--- src/rtl/alu_pkg.sv ---
// Shared ALU definitions: opcodes, flag bit positions, widths and result-stage types.
package alu_pkg;

    localparam int unsigned RES_W = 4;
    localparam int unsigned FLG_W = 4;

    localparam logic [2:0] OP_INC = 3'b000;
    localparam logic [2:0] OP_ADD = 3'b001;
    localparam logic [2:0] OP_SUB = 3'b010;
    localparam logic [2:0] OP_DEC = 3'b011;
    localparam logic [2:0] OP_AND = 3'b100;
    localparam logic [2:0] OP_OR  = 3'b101;
    localparam logic [2:0] OP_XOR = 3'b110;
    localparam logic [2:0] OP_NOT = 3'b111;

    localparam int unsigned FLG_N = 3;
    localparam int unsigned FLG_Z = 2;
    localparam int unsigned FLG_C = 1;
    localparam int unsigned FLG_V = 0;

    // FIFO occupancy doubles as the state of the buffer
    typedef enum logic [1:0] {
        OCC_EMPTY = 2'd0,
        OCC_ONE   = 2'd1,
        OCC_FULL  = 2'd2
    } occ_e;

    typedef struct packed {
        logic [RES_W-1:0] g;
        logic [FLG_W-1:0] flags;
    } res_entry_t;

endpackage

--- src/rtl/alu_flag_calc.sv ---
// Derives {N,Z,C,V} status flags for one ALU result from its opcode and operand signs.
module alu_flag_calc
    import alu_pkg::*;
(
    input  logic [2:0]       in_op,
    input  logic             in_a3,
    input  logic             in_b3,
    input  logic [RES_W-1:0] in_g,
    input  logic             in_cout,
    output logic [FLG_W-1:0] flags
);

    logic y3;

    // y3 is the sign of the operand actually added to A for each arithmetic op
    always_comb begin
        y3    = 1'b0;
        flags = '0;
        case (in_op)
            OP_INC:  y3 = 1'b0;
            OP_ADD:  y3 = in_b3;
            OP_SUB:  y3 = ~in_b3;
            OP_DEC:  y3 = 1'b1;
            default: y3 = 1'b0;
        endcase
        flags[FLG_N] = in_g[RES_W-1];
        flags[FLG_Z] = (in_g == '0);
        if (!in_op[2]) begin
            flags[FLG_C] = in_cout;
            flags[FLG_V] = (in_a3 == y3) && (in_g[RES_W-1] != in_a3);
        end
    end

endmodule

--- src/rtl/alu_result_stage.sv ---
// Registered ALU result stage: flag derivation, 2-entry FIFO with valid/ready,
// sticky flags and a popped-result counter.
module alu_result_stage
    import alu_pkg::*;
#(
    parameter int unsigned DEPTH = 2,
    parameter int unsigned CNT_W = 8
) (
    input  logic             clk,
    input  logic             rst_n,
    input  logic             in_valid,
    output logic             in_ready,
    input  logic [2:0]       in_op,
    input  logic             in_a3,
    input  logic             in_b3,
    input  logic [RES_W-1:0] in_g,
    input  logic             in_cout,
    output logic             out_valid,
    input  logic             out_ready,
    output logic [RES_W-1:0] out_g,
    output logic [FLG_W-1:0] out_flags,
    output logic [FLG_W-1:0] sticky_flags,
    input  logic             sticky_clr,
    output logic [CNT_W-1:0] res_cnt
);

    localparam logic [1:0] OCC_MAX = 2'(DEPTH);

    occ_e             occ_q, occ_d;
    logic             head_q, head_d;
    res_entry_t       ent0_q, ent0_d;
    res_entry_t       ent1_q, ent1_d;
    res_entry_t       out_q, out_d;
    logic [FLG_W-1:0] sticky_q, sticky_d;
    logic [CNT_W-1:0] cnt_q, cnt_d;
    logic             in_ready_q, in_ready_d;
    logic             out_valid_q, out_valid_d;

    logic             push_c, pop_c, tail_c;
    logic [FLG_W-1:0] new_flags_c;
    res_entry_t       new_ent_c;

    alu_flag_calc u_flag_calc (
        .in_op   (in_op),
        .in_a3   (in_a3),
        .in_b3   (in_b3),
        .in_g    (in_g),
        .in_cout (in_cout),
        .flags   (new_flags_c)
    );

    assign push_c    = in_valid && in_ready_q;
    assign pop_c     = out_valid_q && out_ready;
    assign tail_c    = (occ_q == OCC_EMPTY) ? head_q : ~head_q;
    assign new_ent_c = '{g: in_g, flags: new_flags_c};

    // Next-state: FIFO slots, occupancy, sticky flags, counter and the registered head view
    always_comb begin
        occ_d       = occ_q;
        head_d      = head_q;
        ent0_d      = ent0_q;
        ent1_d      = ent1_q;
        sticky_d    = sticky_q;
        cnt_d       = cnt_q;

        if (push_c) begin
            if (tail_c) ent1_d = new_ent_c;
            else        ent0_d = new_ent_c;
        end
        if (pop_c) begin
            head_d = ~head_q;
            cnt_d  = cnt_q + CNT_W'(1);
        end

        case (occ_q)
            OCC_EMPTY: if (push_c) occ_d = OCC_ONE;
            OCC_ONE: begin
                if (push_c && !pop_c)      occ_d = OCC_FULL;
                else if (pop_c && !push_c) occ_d = OCC_EMPTY;
            end
            OCC_FULL:  if (pop_c) occ_d = OCC_ONE;
            default:   occ_d = OCC_EMPTY;
        endcase

        // Clear takes effect before the new entry's flags are merged in
        if (sticky_clr) sticky_d = '0;
        if (push_c)     sticky_d = sticky_d | new_flags_c;

        out_d       = head_d ? ent1_d : ent0_d;
        in_ready_d  = (2'(occ_d) != OCC_MAX);
        out_valid_d = (occ_d != OCC_EMPTY);
    end

    always_ff @(posedge clk) begin
        if (!rst_n) begin
            occ_q       <= OCC_EMPTY;
            head_q      <= 1'b0;
            ent0_q      <= '0;
            ent1_q      <= '0;
            out_q       <= '0;
            sticky_q    <= '0;
            cnt_q       <= '0;
            in_ready_q  <= 1'b0;
            out_valid_q <= 1'b0;
        end else begin
            occ_q       <= occ_d;
            head_q      <= head_d;
            ent0_q      <= ent0_d;
            ent1_q      <= ent1_d;
            out_q       <= out_d;
            sticky_q    <= sticky_d;
            cnt_q       <= cnt_d;
            in_ready_q  <= in_ready_d;
            out_valid_q <= out_valid_d;
        end
    end

    assign in_ready     = in_ready_q;
    assign out_valid    = out_valid_q;
    assign out_g        = out_q.g;
    assign out_flags    = out_q.flags;
    assign sticky_flags = sticky_q;
    assign res_cnt      = cnt_q;

endmodule

--- config.mk ---
export PLATFORM = sky130hd
export DESIGN_NAME = alu_result_stage
export DESIGN_NICKNAME = d
export VERILOG_FILES = /design/src/rtl/alu_pkg.sv /design/src/rtl/alu_flag_calc.sv /design/src/rtl/alu_result_stage.sv
export SDC_FILE = /design/constraint.sdc
export NUM_CORES = 1
export LEC_CHECK = 0
export CAP_MARGIN = 0
export CORE_ASPECT_RATIO = 0.7
export CORE_MARGIN = 2
export CORE_UTILIZATION = 40
export CTS_CLUSTER_SIZE = 20
export DETAILED_ROUTE_END_ITERATION = 7
export PLACE_DENSITY_LB_ADDON = 0.08
export SLEW_MARGIN = 20
export SYNTH_ARGS = -nofsm -noshare
export SYNTH_HDL_FRONTEND = slang
export SYNTH_SLANG_ARGS = --single-unit
--- constraint.sdc ---
create_clock -name clk -period 2.1 [get_ports clk]
set_clock_uncertainty 0.1 [all_clocks]
set_input_delay 0.21 -clock clk [delete_from_list [all_inputs] [get_ports clk]]
set_output_delay 0.21 -clock clk [all_outputs]
set_load 0.01 [all_outputs]
==> flow_results.org, run 1 <==
** Outcome
- The flow ran to the end, and the final reports show no timing, DRC or antenna violations.

** Global route
- The via count of the first global-routing pass is between 1000 and 1500.
- Global route overflow :: 0
- GRT Resource Usage Total :: between 10% and 20%
- First-pass GRT wire length :: approximately 6000 µm
- Entering global routing, the biggest net connects 24 pins.
- Initial antenna violation count :: 0

** Final layout
- Once layout is done, the placed cells without fillers occupy between 2000 and 2500 µm².
- The library cell used most frequently in the layout, excluding fill and tap cells, is sky130_fd_sc_hd__dfxtp_1.
- Leaving out fill and tap cells, the most frequent cells in the layout are 41 x sky130_fd_sc_hd__dfxtp_1, 36 x sky130_fd_sc_hd__clkdlybuf4s50_1, 19 x sky130_fd_sc_hd__nor2b_1.
- Diodes inserted :: 0
- Proportion of layout cells with a drive suffix above 1 :: ~13%
- Post-Layout Cell Count :: 272
- After the last flow step, the layout net total stands at 232.
- Area growth from synthesis to layout :: 31.2%

** STA
- Setup violations remaining at the end of the flow were counted as 0.
- Based on the critical path, the design can be clocked at up to around 550 MHz.
- For the pin with the worst max-slew slack, the measured transition is 0.381 ns.
- Post-Route Setup TNS :: 0 ns
- Hold violation count in the final report :: 0
- Final Slew Violations :: 0
- Setup repair after global routing missed its margin :: false
- Rel. slew slack :: between 70% and 80%
- In the finished design, the share of the clock period the worst path needs comes to just under 90%.
- The routed design could run at a clock period as short as ~1.8 ns.

** Floorplan
- In this run the standard cell core region covers roughly 4300 µm².
- Die Outline Area :: about 5000 µm²
- Top Ports :: 37
- The initial utilization of the core area, before any placement, comes to about two fifths.
- Die width :: 82.9 µm
- Cell row count :: 20
- Measured along the y axis, the die boundary spans approximately 59 µm.

** Placed design
- Detailed placement finished with a half-perimeter wire length of 2620 µm.
- During placement, the flow inserted port buffers numbering 36.
- Including well taps, the total number of placed cells is around 260.
- Routability congestion estimate :: approximately 0.83
- The placed instances occupy a cell area of 2180 µm².

** Routing
- Once detail routing completed, the nets flagged for antenna violations numbered 0.
- Post-DR wirelength/cell :: about 13 µm
- The first TritonRoute pass finished after 4 iterations.
- Final routed wirelength across all metal layers :: between 3000 and 4000 µm
- Detailed routing inserted a total of between 1000 and 1500 vias.
- Residual DRC :: 0
- DRC violation total after the first TritonRoute iteration :: 40
- In the routed layout, each cell is associated on average with a via count of between 4 and 5.

** Run
- Max-capacitance violation count :: 0

** Setup path
- Worst-path maximum fanout :: 12
- The worst setup path is captured at a flop.
- The number of cells on the worst reg-to-reg path is 5.
- Startpoint types :: flop
- Required time at the worst-slack endpoint :: 2.18 ns
- Data arrival time of the critical path :: between 1.5 and 2 ns
- Crit path kind :: flop to flop

** Logic synthesis
- Cell types with the largest area share after synthesis :: sky130_fd_sc_hd__dfxtp_1 47%, sky130_fd_sc_hd__mux2i_1 8.0%, sky130_fd_sc_hd__nor2b_1 6.8%
- A synthesized cell averages approximately 10 µm².
- After synthesis the cells add up to approximately 1700 µm².
- After synthesis, the netlist uses 38 different library cells.
- Yosys printed 0 warnings.
- In this run the biggest area consumer among cell types represents a little under half of the synthesized area.
- Proportion of synthesized chip area in sequential cells :: around 47%
- Post-synthesis cell type with the largest combined area :: sky130_fd_sc_hd__dfxtp_1
- Synthesis inferred 41 register bits.
- Synthesized netlist net count :: about 190
- Number of instances in the synthesized netlist :: 173

** Power and ir drop
- Worst vdd ir :: about 0.3 mV
- Power share of the combinational group :: 14.3%
- Portion of total power attributed to sequential cells :: between 50% and 60%
- The analysis attributes to cell leakage a power of about 0.85 nW.
- The internal power of the cells totals approximately 1.2 mW.
- Switching share of power :: about a quarter
- Clock power frac :: 35.0%
- In this run the power density over the cells is between 700 and 800 nW/µm².
- Overall Power :: around 1.6 mW
- Switching power of the nets :: approximately 0.4 mW

** Clocking
- In this run the post-CTS setup repair buffer count came out at 0.
- The clock tree synthesis step divided the H-tree into 2 levels.
- Counting every sink on the clock net gives 41.
- Clock tree synthesis inserted a total of 5 buffers.
- In this run the deepest clock path goes through 2 buffers.
- Worst skew pair latency :: around 0.30 ns
- CTS resizes :: 0
- Clock-pin slew of the registers on the worst-case setup and hold paths :: approximately 0.080 ns
- Number of buffers added to fix hold violations after cts :: 0
- The tree is rooted in a sky130_fd_sc_hd__clkbuf_8.
- TritonCTS built the clock tree.

** Hold path
- The worst hold path belongs to the class flop to flop.
- Counting instances, the worst hold path has a depth of 2.
power by group through the flow:
stage	logic, mW	clock network, mW	registers, mW
floorplan	0.129	0	0.850
global route	0.255	0.630	0.831
finish	0.233	0.572	0.827
detailed placement	0.234	0	0.845
global placement	0.230	0	0.844
CTS	0.236	0.584	0.826
metrics by stage:
step	utilization (%)	setup slack, ns	hold slack (ns)
after global routing	53.7	0.191	0.432
after floorplan	-	0.401	0.268
after global placement	51.4	0.225	0.372
after CTS	53.7	0.283	0.384
final	53.7	0.275	0.379
after detailed placement	51.4	0.203	0.373
critical path: stages (launching register included):
cell,delay [ns]
sky130_fd_sc_hd__dfxtp_1,0.38
sky130_fd_sc_hd__or3_4,0.43
sky130_fd_sc_hd__a21oi_2,0.13
sky130_fd_sc_hd__buf_4,0.23
sky130_fd_sc_hd__mux2i_1,0.31
sky130_fd_sc_hd__o22ai_2,0.11
cell families after synthesis:
kind of cell,share of synthesized area [%]
AO/OA/AOI/OAI,12.8
XOR/XNOR,4.45
adder cells (fa/ha/maj),0.718
buffers and inverters,2.94
flip-flops,47.1
multiplexers,8.69
AND/OR/NAND/NOR,23.3
area by class of cell:
cell class	instances	area (µm²)
multi-input cells	123	871
inverters	1	3.75
flip-flops and latches	41	821
well taps	55	68.8
fillers	404	1970
clock buffers	7	96.3
repair buffers	44	420
clock inverters	1	5.00
flip-flops by register name (all words and copies together), names as in the netlist:
register / count
res_cnt: 8
sticky_flags: 4
ent1_q: 8
ent0_q: 8
out_g: 4
out_valid: 1
in_ready: 1
head_q: 1
occ_q: 2
out_flags: 4
layer usage:
metal | global-route usage, % | vias up | routed length [µm]
li1 | - | 683 | -
met5 | 0 | - | 0
met1 | 21.9 | 614 | 1910
met2 | 21.3 | 35 | 1390
met3 | 6.69 | 9 | 229
met4 | 6.79 | 0 | 67
Yosys cell counts:
cell	instances
sky130_fd_sc_hd__inv_1	1
sky130_fd_sc_hd__a21oi_2	1
sky130_fd_sc_hd__o221ai_1	2
sky130_fd_sc_hd__dfxtp_1	41
sky130_fd_sc_hd__a21oi_1	6
sky130_fd_sc_hd__o21a_1	1
sky130_fd_sc_hd__nand3_1	2
sky130_fd_sc_hd__o22ai_2	1
sky130_fd_sc_hd__nand3b_1	1
sky130_fd_sc_hd__o21ai_1	1
sky130_fd_sc_hd__or3_1	1
sky130_fd_sc_hd__mux2_2	1
sky130_fd_sc_hd__clkbuf_1	4
sky130_fd_sc_hd__and4_1	1
sky130_fd_sc_hd__mux2i_1	14
sky130_fd_sc_hd__buf_6	2
sky130_fd_sc_hd__xnor2_1	7
sky130_fd_sc_hd__or3b_2	1
sky130_fd_sc_hd__nor3b_1	2
sky130_fd_sc_hd__nand2b_1	5
sky130_fd_sc_hd__nand2_1	13
sky130_fd_sc_hd__nand4_1	4
sky130_fd_sc_hd__a21boi_1	2
sky130_fd_sc_hd__or3_4	1
sky130_fd_sc_hd__nor2b_1	19
sky130_fd_sc_hd__nor4_1	1
sky130_fd_sc_hd__xnor2_2	1
sky130_fd_sc_hd__o22ai_1	2
sky130_fd_sc_hd__o31ai_1	3
sky130_fd_sc_hd__o21ai_0	2
sky130_fd_sc_hd__ha_1	1
sky130_fd_sc_hd__nor2_2	3
sky130_fd_sc_hd__a221oi_2	3
sky130_fd_sc_hd__nor2_1	5
sky130_fd_sc_hd__buf_2	2
sky130_fd_sc_hd__and2_1	10
sky130_fd_sc_hd__a21boi_0	5
sky130_fd_sc_hd__and2b_1	1
final timing paths:
kind / start / endpoint / slack, ns
max: occ_q[0] / out_flags[1] / 0.28
min: ent1_q[3] / ent1_q[3] / 0.38
min reg2reg: ent1_q[3] / ent1_q[3] / 0.38
max reg2reg: occ_q[0] / out_flags[1] / 0.28
No activity file was read; power rests on OpenSTA's default activity.
==> run 2: changes to the inputs <==
--- a/config.mk
+++ b/config.mk
@@ -11,6 +11,7 @@
 export CORE_UTILIZATION = 40
 export CTS_CLUSTER_SIZE = 20
 export DETAILED_ROUTE_END_ITERATION = 7
+export DONT_BUFFER_PORTS = 1
 export PLACE_DENSITY_LB_ADDON = 0.08
 export SLEW_MARGIN = 20
 export SYNTH_ARGS = -nofsm -noshare
==> run 2 against run 1 <==
  * Total power fell by 8.6%
  * First-iteration DRC count rose by 15%
  * Final cell count fell by 13%
  * Largest cell class unchanged
  * Sequential cell count did not move
  * Worst hold slack got worse by 0.37 ns
  * Fmax fell by 4.8%
  * Die area did not move
  * Global-route usage rose by 0.085 points
  * Clock power fell by 15%
  * Sequential power rose by 1%
==> flow_results.org, run 2 (synthesized netlist as in run 1, its figures left out) <==
** Power and ir drop
- Switching share of power :: 24.6% (about the same)
- Overall Power :: 1.49 mW (was 1.63 mW)
- The switching power came to 0.367 mW (was 0.401 mW).
- Worst vdd ir :: 0.272 mV (was 0.300 mV)
- The combinational cell fraction of total power was 11.1% (was 14.3%).
- The proportion of power drawn by the clock network was 32.8% (was 35.0%).
- Cell Pwr Density :: 772 nW/µm² (was 714 nW/µm²)
- The cell-internal power came to 1.12 mW (was 1.23 mW).
- The power share of the sequential group is 56.1% (was 50.7%).
- The leakage power figure came to 0.711 nW (was 0.852 nW).

** Placed design
- Placed standard-cell area :: 1800 µm² (was 2180 µm²)
- Routability congestion estimate :: 0.769 (was 0.828)
- The HPWL reported at the end of detailed placement came to 2480 µm (was 2620 µm).
- The number of placed instances with taps included is 225 (was 264).
- The worst setup slack before clock tree synthesis is 0.210 ns (was 0.203 ns).
- The count of buffers from port buffering came to 0 (was 36).

** STA
- Slew at the pin with the worst max-slew slack :: 0.979 ns (was 0.381 ns)
- Setup repair after global routing missed its margin: false (unchanged).
- The setup-violating endpoint count in the final report is 0 (unchanged).
- The setup total negative slack is 0 ns (unchanged).
- Final Slew Violations :: 0 (unchanged)
- The share of the cycle needed by the critical path after routing is 91.3% (was 86.9%).
- Post-route worst setup slack :: 0.183 ns (was 0.275 ns)
- The headroom to the max-slew limit is 34.5% (was 74.5%).
- The number of failing hold endpoints at the final stage came to 0 (unchanged).
- The maximum frequency from static timing analysis was 522 MHz (was 548 MHz).
- Hold WS :: 0.00684 ns (was 0.379 ns)
- The minimum period implied by the final worst setup slack came to 1.92 ns (was 1.82 ns).

** Floorplan
- The number of I/O pins is 37 (unchanged).
- The starting density of the core was 41.0% (unchanged).
- The area of the die came to 4910 µm² (unchanged).
- The total number of placement rows is 20 (unchanged).
- Placeable Area :: 4250 µm² (unchanged)
- Die height :: 59.2 µm (unchanged)
- The x dimension of the die came to 82.9 µm (unchanged).

** Setup path
- The critical path startpoint category was a flop (unchanged).
- Data arrival time of the critical path :: 2.02 ns (was 1.90 ns)
- The worst stage delay on the critical path was 0.42 ns (was 0.43 ns).
- The category of the worst setup path capture point was a flop (unchanged).
- Series of cell instances along the critical path: or3_4 > a21oi_2 > buf_4 > nor2_2 > a221oi_2 (was or3_4 > a21oi_2 > buf_4 > mux2i_1 > o22ai_2).
- The worst-path cell with the longest stage delay is sky130_fd_sc_hd__or3_4 (unchanged).
- The critical path class is flop to flop (unchanged).
- The required time reported for the critical path endpoint came to 2.20 ns (was 2.18 ns).
- Worst-path maximum fanout :: 8 (was 12)
- Worst path top cell family by delay :: compound AO/OA/AOI/OAI gates (was simple AND/OR/NAND/NOR gates)
- Buffering stage count on the worst path with inverters included :: 1 (unchanged)

** Global route
- The via count of the first global-routing pass came to 1229 (was 1227).
- The number of antenna violations at the first check in global routing is 0 (unchanged).
- Pin count of the biggest net entering global routing :: 36 (was 24)
- Global route overflow :: 0 (unchanged)
- The combined global-route utilization of all metal layers is 15.9% (was 15.8%).
- The wire length of the first global-routing pass was 5910 µm (was 5970 µm).

** Final layout
- The number of antenna repair diodes came to 0 (unchanged).
- The share of final-layout standard cells stronger than drive strength 1 was 12.0% (was 12.9%).
- Top library cells by usage in the layout, fill and taps aside: 41 x sky130_fd_sc_hd__dfxtp_1, 19 x sky130_fd_sc_hd__nor2b_1, 14 x sky130_fd_sc_hd__mux2i_1 (was 41 x sky130_fd_sc_hd__dfxtp_1, 36 x sky130_fd_sc_hd__clkdlybuf4s50_1, 19 x sky130_fd_sc_hd__nor2b_1).
- Net total in the final layout :: 198 (was 232)
- Most common cell after layout, fill and taps aside :: sky130_fd_sc_hd__dfxtp_1 (unchanged)
- The post-layout utilization of the core came to 45.4% (was 53.7%).
- Final cell area excluding filler cells :: 1930 µm² (was 2290 µm²)
- Post-Layout Cell Count :: 238 (was 272)
- The relative area change from synthesis to final layout was 10.8% (was 31.2%).

** Routing
- The remaining antenna violation count after routing came to 0 (unchanged).
- Average vias per placed instance :: 5.15 (was 4.93)
- Final routed wirelength across all metal layers :: 3580 µm (was 3600 µm)
- The total via count after detailed routing is 1226 (was 1341).
- The post-route DRC violation count is 0 (unchanged).
- Post-DR wirelength/cell :: 15.0 µm (was 13.2 µm)
- The detailed-routing iteration count for the pre-antenna-repair pass was 4 (unchanged).
- The first-iteration detailed-routing DRC count was 46 (was 40).

** Clocking
- The number of sinks driven by the clock tree is 41 (unchanged).
- The clock tree from TritonCTS was built (unchanged).
- The maximum level of the CTS H-tree was 2 (unchanged).
- The root buffer selected by CTS is sky130_fd_sc_hd__clkbuf_8 (unchanged).
- Post-CTS setup repair buffer count :: 0 (unchanged)
- The post-CTS resize count was 0 (unchanged).
- The clock latency reported for the late side of the worst-skew pair is 0.28 ns (was 0.30 ns).
- CTS Buf Count :: 5 (unchanged)
- Clock-pin slew of the registers on the worst-case setup and hold paths :: 0.07 ns (was 0.08 ns)
- Clock Path Buffers :: 2 (unchanged)

** Outcome
- Run status: complete, no violations (unchanged).

** Hold path
- HP Class :: input port to flop (was flop to flop)

** Run
- Max-capacitance violation count :: 0 (unchanged)
run 2: cell count changes in the layout (fill, tap and decap cells not counted):
cell / change
sky130_fd_sc_hd__dlygate4sd3_1: +5
sky130_fd_sc_hd__buf_4: -3
sky130_fd_sc_hd__clkbuf_8: -2
sky130_fd_sc_hd__clkdlybuf4s50_1: -36
sky130_fd_sc_hd__clkbuf_1: +3
sky130_fd_sc_hd__clkinv_2: -1
run 2: power by group through the flow:
stage	sequential [mW]	combinational (mW)	clock (mW)
after floorplan	0.850	0.129	0
after global placement	0.855	0.145	0
after detailed placement	0.856	0.150	0
after CTS	0.837	0.167	0.506
after global routing	0.841	0.182	0.541
final	0.837	0.165	0.489
run 2: path summary, 6_finish.rpt:
kind | start | to | slack [ns] | depth (start not counted)
setup / recovery | occ_q[0] | out_g[2] | 0.18 | 5
hold / removal | in_g[2] | ent0_q[6] | 0.007 | 2
setup reg to reg | occ_q[0] | out_g[2] | 0.18 | 5
hold reg to reg | ent0_q[7] | ent0_q[7] | 0.39 | 2
run 2: metal layers:
metal | global-route usage, % | part of all wire, % | vias to the layer above
li1 | - | - | 614
met1 | 20.0 | 51 | 578
met2 | 23.8 | 42 | 30
met3 | 7.94 | 6.4 | 4
met4 | 5.39 | 0.70 | 0
met5 | 0 | 0 | -
run 2: final cells by class:
type | instances | area, µm²
sequential | 41 | 821
inverter | 1 | 3.75
clock buffer | 8 | 80.1
multi-input combinational | 123 | 871
fill | 421 | 2320
tap | 55 | 68.8
timing repair buffer | 10 | 87.6
run 2: repair_timing:
item / 4_1_cts / 5_1_grt
hold endpoints to repair: 35 / 0
setup endpoints to repair: 0 / 0
hold buffers: 5 / 0
==> edit 1: new RTL, config.mk and constraints of run 1 <==
The parameter `CNT_W` goes from 8 to 9.
--- a/src/rtl/alu_result_stage.sv
+++ b/src/rtl/alu_result_stage.sv
@@ -6,3 +6,3 @@
     parameter int unsigned DEPTH = 2,
-    parameter int unsigned CNT_W = 8
+    parameter int unsigned CNT_W = 9
 ) (
Interface: changed (resized res_cnt); port bits go from 37 to 38. The function was not compared with the original's and may differ.
==> edit 1 against run 1 <==
  * Synthesized area grew 3.2%
  * Count of clock-buffer cells in the layout grew 1
  * Routed wire length grew 3.2%
  * Sequential cell count grew 1
  * Final area grew 1.6%
  * Setup slack lost 36 ps
  * Via count grew 0.75%
  * Total power grew 3.4%
  * Die area grew 3.0%
==> edit 1: results (changes against run 1) <==
Synth unique cells - 39 (+2.6%)
DRT iter0 DRCs - 66 (+65%)
WL met1 - 1940 um (+1.3%)
Largest net degree at the start of global routing - 28 (+17%)
R2R depth - 4 (-1)
Most frequent cells after synthesis - 42 x dfxtp_1, 26 x nor2b_1, 18 x mux2i_1
Hold Path Origin - res_cnt[1]$_SDFFE_PN0P_
Top routing layer in use - met4
# fillers - 400 (-0.99%)
Cell family contributing the most delay on the critical path - compound AO/OA/AOI/OAI gates
Worst-path maximum fanout - 11 (-1)
CTS root buffer - clkbuf_8
Min Hold Slack - 409 ps (+29.8 ps)
Post-detail-place hpwl - 2680 um (+2.3%)
Arrival time at the worst endpoint - 1930 ps (+30 ps)
Fraction of layout cells with a size suffix above 1 - 10.0% (-2.9 points)
Worst hold endpoint - res_cnt[1]$_SDFFE_PN0P_
Mapped Cells - 178 (+2.9%)
Port Buf Inserts - 37 (+2.8%)
Reg2reg setup slack - 240 ps (-40 ps)
Vias - 1,351 (+0.75%)
Ranking of synthesized cells by area - dfxtp_1 47%, mux2i_1 10%, nor2b_1 9.0%
Final setup fails - 0 (unchanged)
Met3 wire length - 182 um (-21%)
Met2 WL - 1580 um (+13%)
Hold WC Path Type - flop to flop
First-pass GRT wire length - 6240 um (+4.5%)
GRT Total Usage - 16.1% (+0.36 points)
Vias in the first global route - 1,306 (+6.4%)
Status - finished, final reports clean
Sequential fraction of the synthesis area - 46.8% (-0.33 points)
Max VDD drop - 310 uV (+3.4%)
Net count, final - 234 (+0.86%)
Leak - 0.000895 uW (+5.0%)
WL/cell - 13.6 um (+2.5%)
Routed WL - 3720 um (+3.2%)
Syn Nets - 194 (+2.6%)
RD Place Congestion - 0.746 (-10%)
## edit 1: worst max path at each step
stage / from / to / slack [ps] / cells past startpoint
6_report: occ_q[0]$_SDFF_PN0_ / out_flags[1]$_SDFF_PN0_ / 240 / 4
5_1_grt: occ_q[0]$_SDFF_PN0_ / out_flags[3]$_SDFF_PN0_ / 100 / 4
3_3_place_gp: in_valid / out_flags[2]$_SDFF_PN0_ / 260 / 5
2_1_floorplan: occ_q[1]$_SDFF_PN0_ / out_g[3]$_SDFF_PN0_ / 460 / 6
4_1_cts: occ_q[0]$_SDFF_PN0_ / out_flags[1]$_SDFF_PN0_ / 230 / 4
3_5_place_dp: in_valid / out_flags[3]$_SDFF_PN0_ / 200 / 5
## edit 1: cell families (layout without fill, tap and decap cells)
kind of cell / after synthesis / in the layout / synth area share [%]
compound gates: 27 / 27 / 11.2
fa+ha+maj: 1 / 1 / 0.696
flops: 42 / 42 / 46.8
mux: 19 / 19 / 10.6
xor+xnor: 8 / 8 / 4.31
simple gates: 71 / 71 / 22.8
buf+inv: 10 / 51 / 3.62
## edit 1: metal layers
metal / vias to the layer above / global-route usage (%)
met4: 0 / 4.15
li1: 693 / -
met5: - / 0
met1: 629 / 21.2
met3: 2 / 7.04
met2: 27 / 24.4
## edit 1: worst reg2reg max path: cells and delay by family, from the launching register on
kind | cells | cell delay, ps
simple gates | 1 | 440
mux | 1 | 300
flops | 1 | 380
compound gates | 2 | 520
## edit 1: cell type report
cell class	instances	share of cell area, %
multi-input cells	126	38.4
flip-flops and latches	42	36.2
repair buffers	42	17.6
clock buffers	8	4.74
well taps	55	2.96
inverters	1	0.162
## edit 1: power breakdown
group          switching (uW)  internal [uW]  total (uW)
Clock                     270            332         602
Sequential               19.9            829         849
Combinational             111            126         236
## edit 1: metrics by stage
step	instance area (um^2)	worst slack, ps	util [%]
floorplan	1800	456	-
global placement	2210	259	51.1
detailed placement	2210	205	51.1
CTS	2320	231	53.7
global route	2320	104	53.7
finish	2320	239	53.7
==> edit 2: new RTL, settings of run 1 <==
Without the edit above. Make the reset (`rst_n`) asynchronous in one clocked block.
--- a/src/rtl/alu_result_stage.sv
+++ b/src/rtl/alu_result_stage.sv
@@ -93,3 +93,3 @@
 
-    always_ff @(posedge clk) begin
+    always_ff @(posedge clk or negedge rst_n) begin
         if (!rst_n) begin
Behaviour: differs if rst_n is asserted again (counterexample within 4 cycles, from zero or initial values and one cycle with rst_n low); with rst_n held inactive, the same outputs for 10 cycles.
==> edit 2 against run 1 <==
  * Global-route usage up 2.4 points
  * Setup slack better by 58 ps
  * Highest routed layer unchanged
  * Synthesized area up 1.1%
  * Routed wire length up 8.5%
  * Critical endpoint is now out_flags[3]$_DFF_PN0_
  * Fmax up 3.3%
  * Final area up 0.66%
  * Sequential cell count unchanged
Power is not compared: it rests on default switching activity, and its combinational part moved more than twofold at a synthesized area within 25%.
==> edit 2: results (changes against run 1) <==
Status - finished, final reports clean
RD Place Congestion - 0.807 (-2.5%)
Asr flop ratio synth - 100% (+100 points)
Largest net degree at the start of global routing - 16 (-33%)
Arrival time at the worst endpoint - 1840 ps (-60 ps)
ANT cells - 0 (unchanged)
Mapped Cells - 170 (-1.7%)
Placement Setup Slack - 133 ps (-70.0 ps)
CTS clk-pin slew, worst paths - 70 ps
Worst-path maximum fanout - 8 (-4)
Port Buf Inserts - 36 (unchanged)
Vias per inst - 5.21 (+5.7%)
Post-detail-place hpwl - 3010 um (+15%)
Worst slew pin tran - 516 ps (+135 ps)
Pre-antenna DRT Iters - 4 (unchanged)
Leak - 0.00103 uW
CTS resizes - 0 (unchanged)
Cell count after placement - 263 (-0.38%)
CTS Buf Count - 5 (unchanged)
GRT Total Usage - 18.1% (+2.4 points)
Sequential fraction of the synthesis area - 58.2% (+11 points)
Syn Nets - 186 (-1.6%)
Synth unique cells - 37 (-2.6%)
First-pass GRT wire length - 6820 um (+14%)
Net count, final - 232 (unchanged)
Hold WC Path Type - input port to async pin
Fin Setup TNS - 0 ps (unchanged)
Clk_lat worst skew - 290 ps
DRT iter0 DRCs - 86 (+110%)
Most frequent cells after synthesis - 41 x dfrtp_1, 38 x nand2_1, 10 x o21ai_1
# fillers - 400 (-0.99%)
Slowest cell on crit path - dfrtp_1
H-Tree Depth - 2 (unchanged)
GR Overflow Total - 0 (unchanged)
CTS root buffer - clkbuf_8
Vias - 1,417 (+5.7%)
Routed WL - 3910 um (+8.5%)
YS warnings - 0 (unchanged)
Post-synth top area cell - dfrtp_1
CP peak stage delay - 400 ps (-30 ps)
Fraction of layout cells with a size suffix above 1 - 11.1% (-1.8 points)
Ranking of synthesized cells by area - dfrtp_1 58%, nand2_1 8.1%, xnor2_1 3.5%
Clock tree buffer depth - 2 (unchanged)
Initial antenna violation count - 0 (unchanged)
Max VDD drop - 574 uV
## edit 2: kinds of logic after synthesis
kind of cell | count (synthesis) | synth area share (%)
AOI/OAI and AO/OA | 35 | 13.9
xor gates and xnor gates | 8 | 4.40
and+or+nand+nor | 69 | 18.0
DFF | 41 | 58.2
muxes | 1 | 0.639
adders and majority gates | 1 | 0.710
buffers and inverters | 15 | 4.05
## edit 2: metrics by stage
step	cell area (um^2)	total power [uW]
final	2300	3270
after global placement	2210	2750
after CTS	2300	3290
after global routing	2300	3550
after floorplan	1760	2200
after detailed placement	2210	2790
## edit 2: metal layers
metal  vias to the layer above  wire length [um]  GRT usage [%]
met1                       679              1890           25.0
met2                        49              1760           27.9
met4                         0                38           6.32
met5                         -                 0              0
li1                        683                 -              -
met3                         6               227           5.29
## edit 2: worst paths after layout
kind,from,to,slack [ps],cells after the start
worst max register to register,occ_q[0]$_DFF_PN0_,out_flags[3]$_DFF_PN0_,330,5
worst min-delay path,rst_n,ent1_q[7]$_DFF_PN0_,230,2
worst min register to register,res_cnt[7]$_DFFE_PN0P_,res_cnt[7]$_DFFE_PN0P_,370,1
worst max-delay path,occ_q[0]$_DFF_PN0_,out_flags[3]$_DFF_PN0_,330,5
max in group asynchronous,rst_n,out_g[2]$_DFF_PN0_,1170,3
min in group clk,res_cnt[7]$_DFFE_PN0P_,res_cnt[7]$_DFFE_PN0P_,370,1
## edit 2: worst max-delay path: cells and delay by family (launching register included)
family                 cells  cell delay [ps]
AO/OA/AOI/OAI              2              600
buffers and inverters      1              170
flip-flops                 1              400
AND/OR/NAND/NOR            2              380
## edit 2: area by class of cell
type,count,area [um^2],share of cell area [%]
flip-flops and latches,41,1030,44.6
multi-input cells,114,664,28.9
repair buffers,45,425,18.5
clock buffers,6,72.6,3.15
clock inverters,2,10.0,0.435
inverters,9,33.8,1.47
well taps,55,68.8,2.99
## edit 2: timing repair
action | in CTS | in global routing
endpoints found under the setup margin | 0 | 0
hold endpoints to repair | 13 | 0
setup buffers | 0 | 0
hold buffers | 1 | 0
## edit 2: report_power, final
part / total (uW) / internal, uW / switching, uW
sequential: 1340 / 1120 / 221
clock: 489 / 230 / 259
combinational: 1440 / 696 / 744
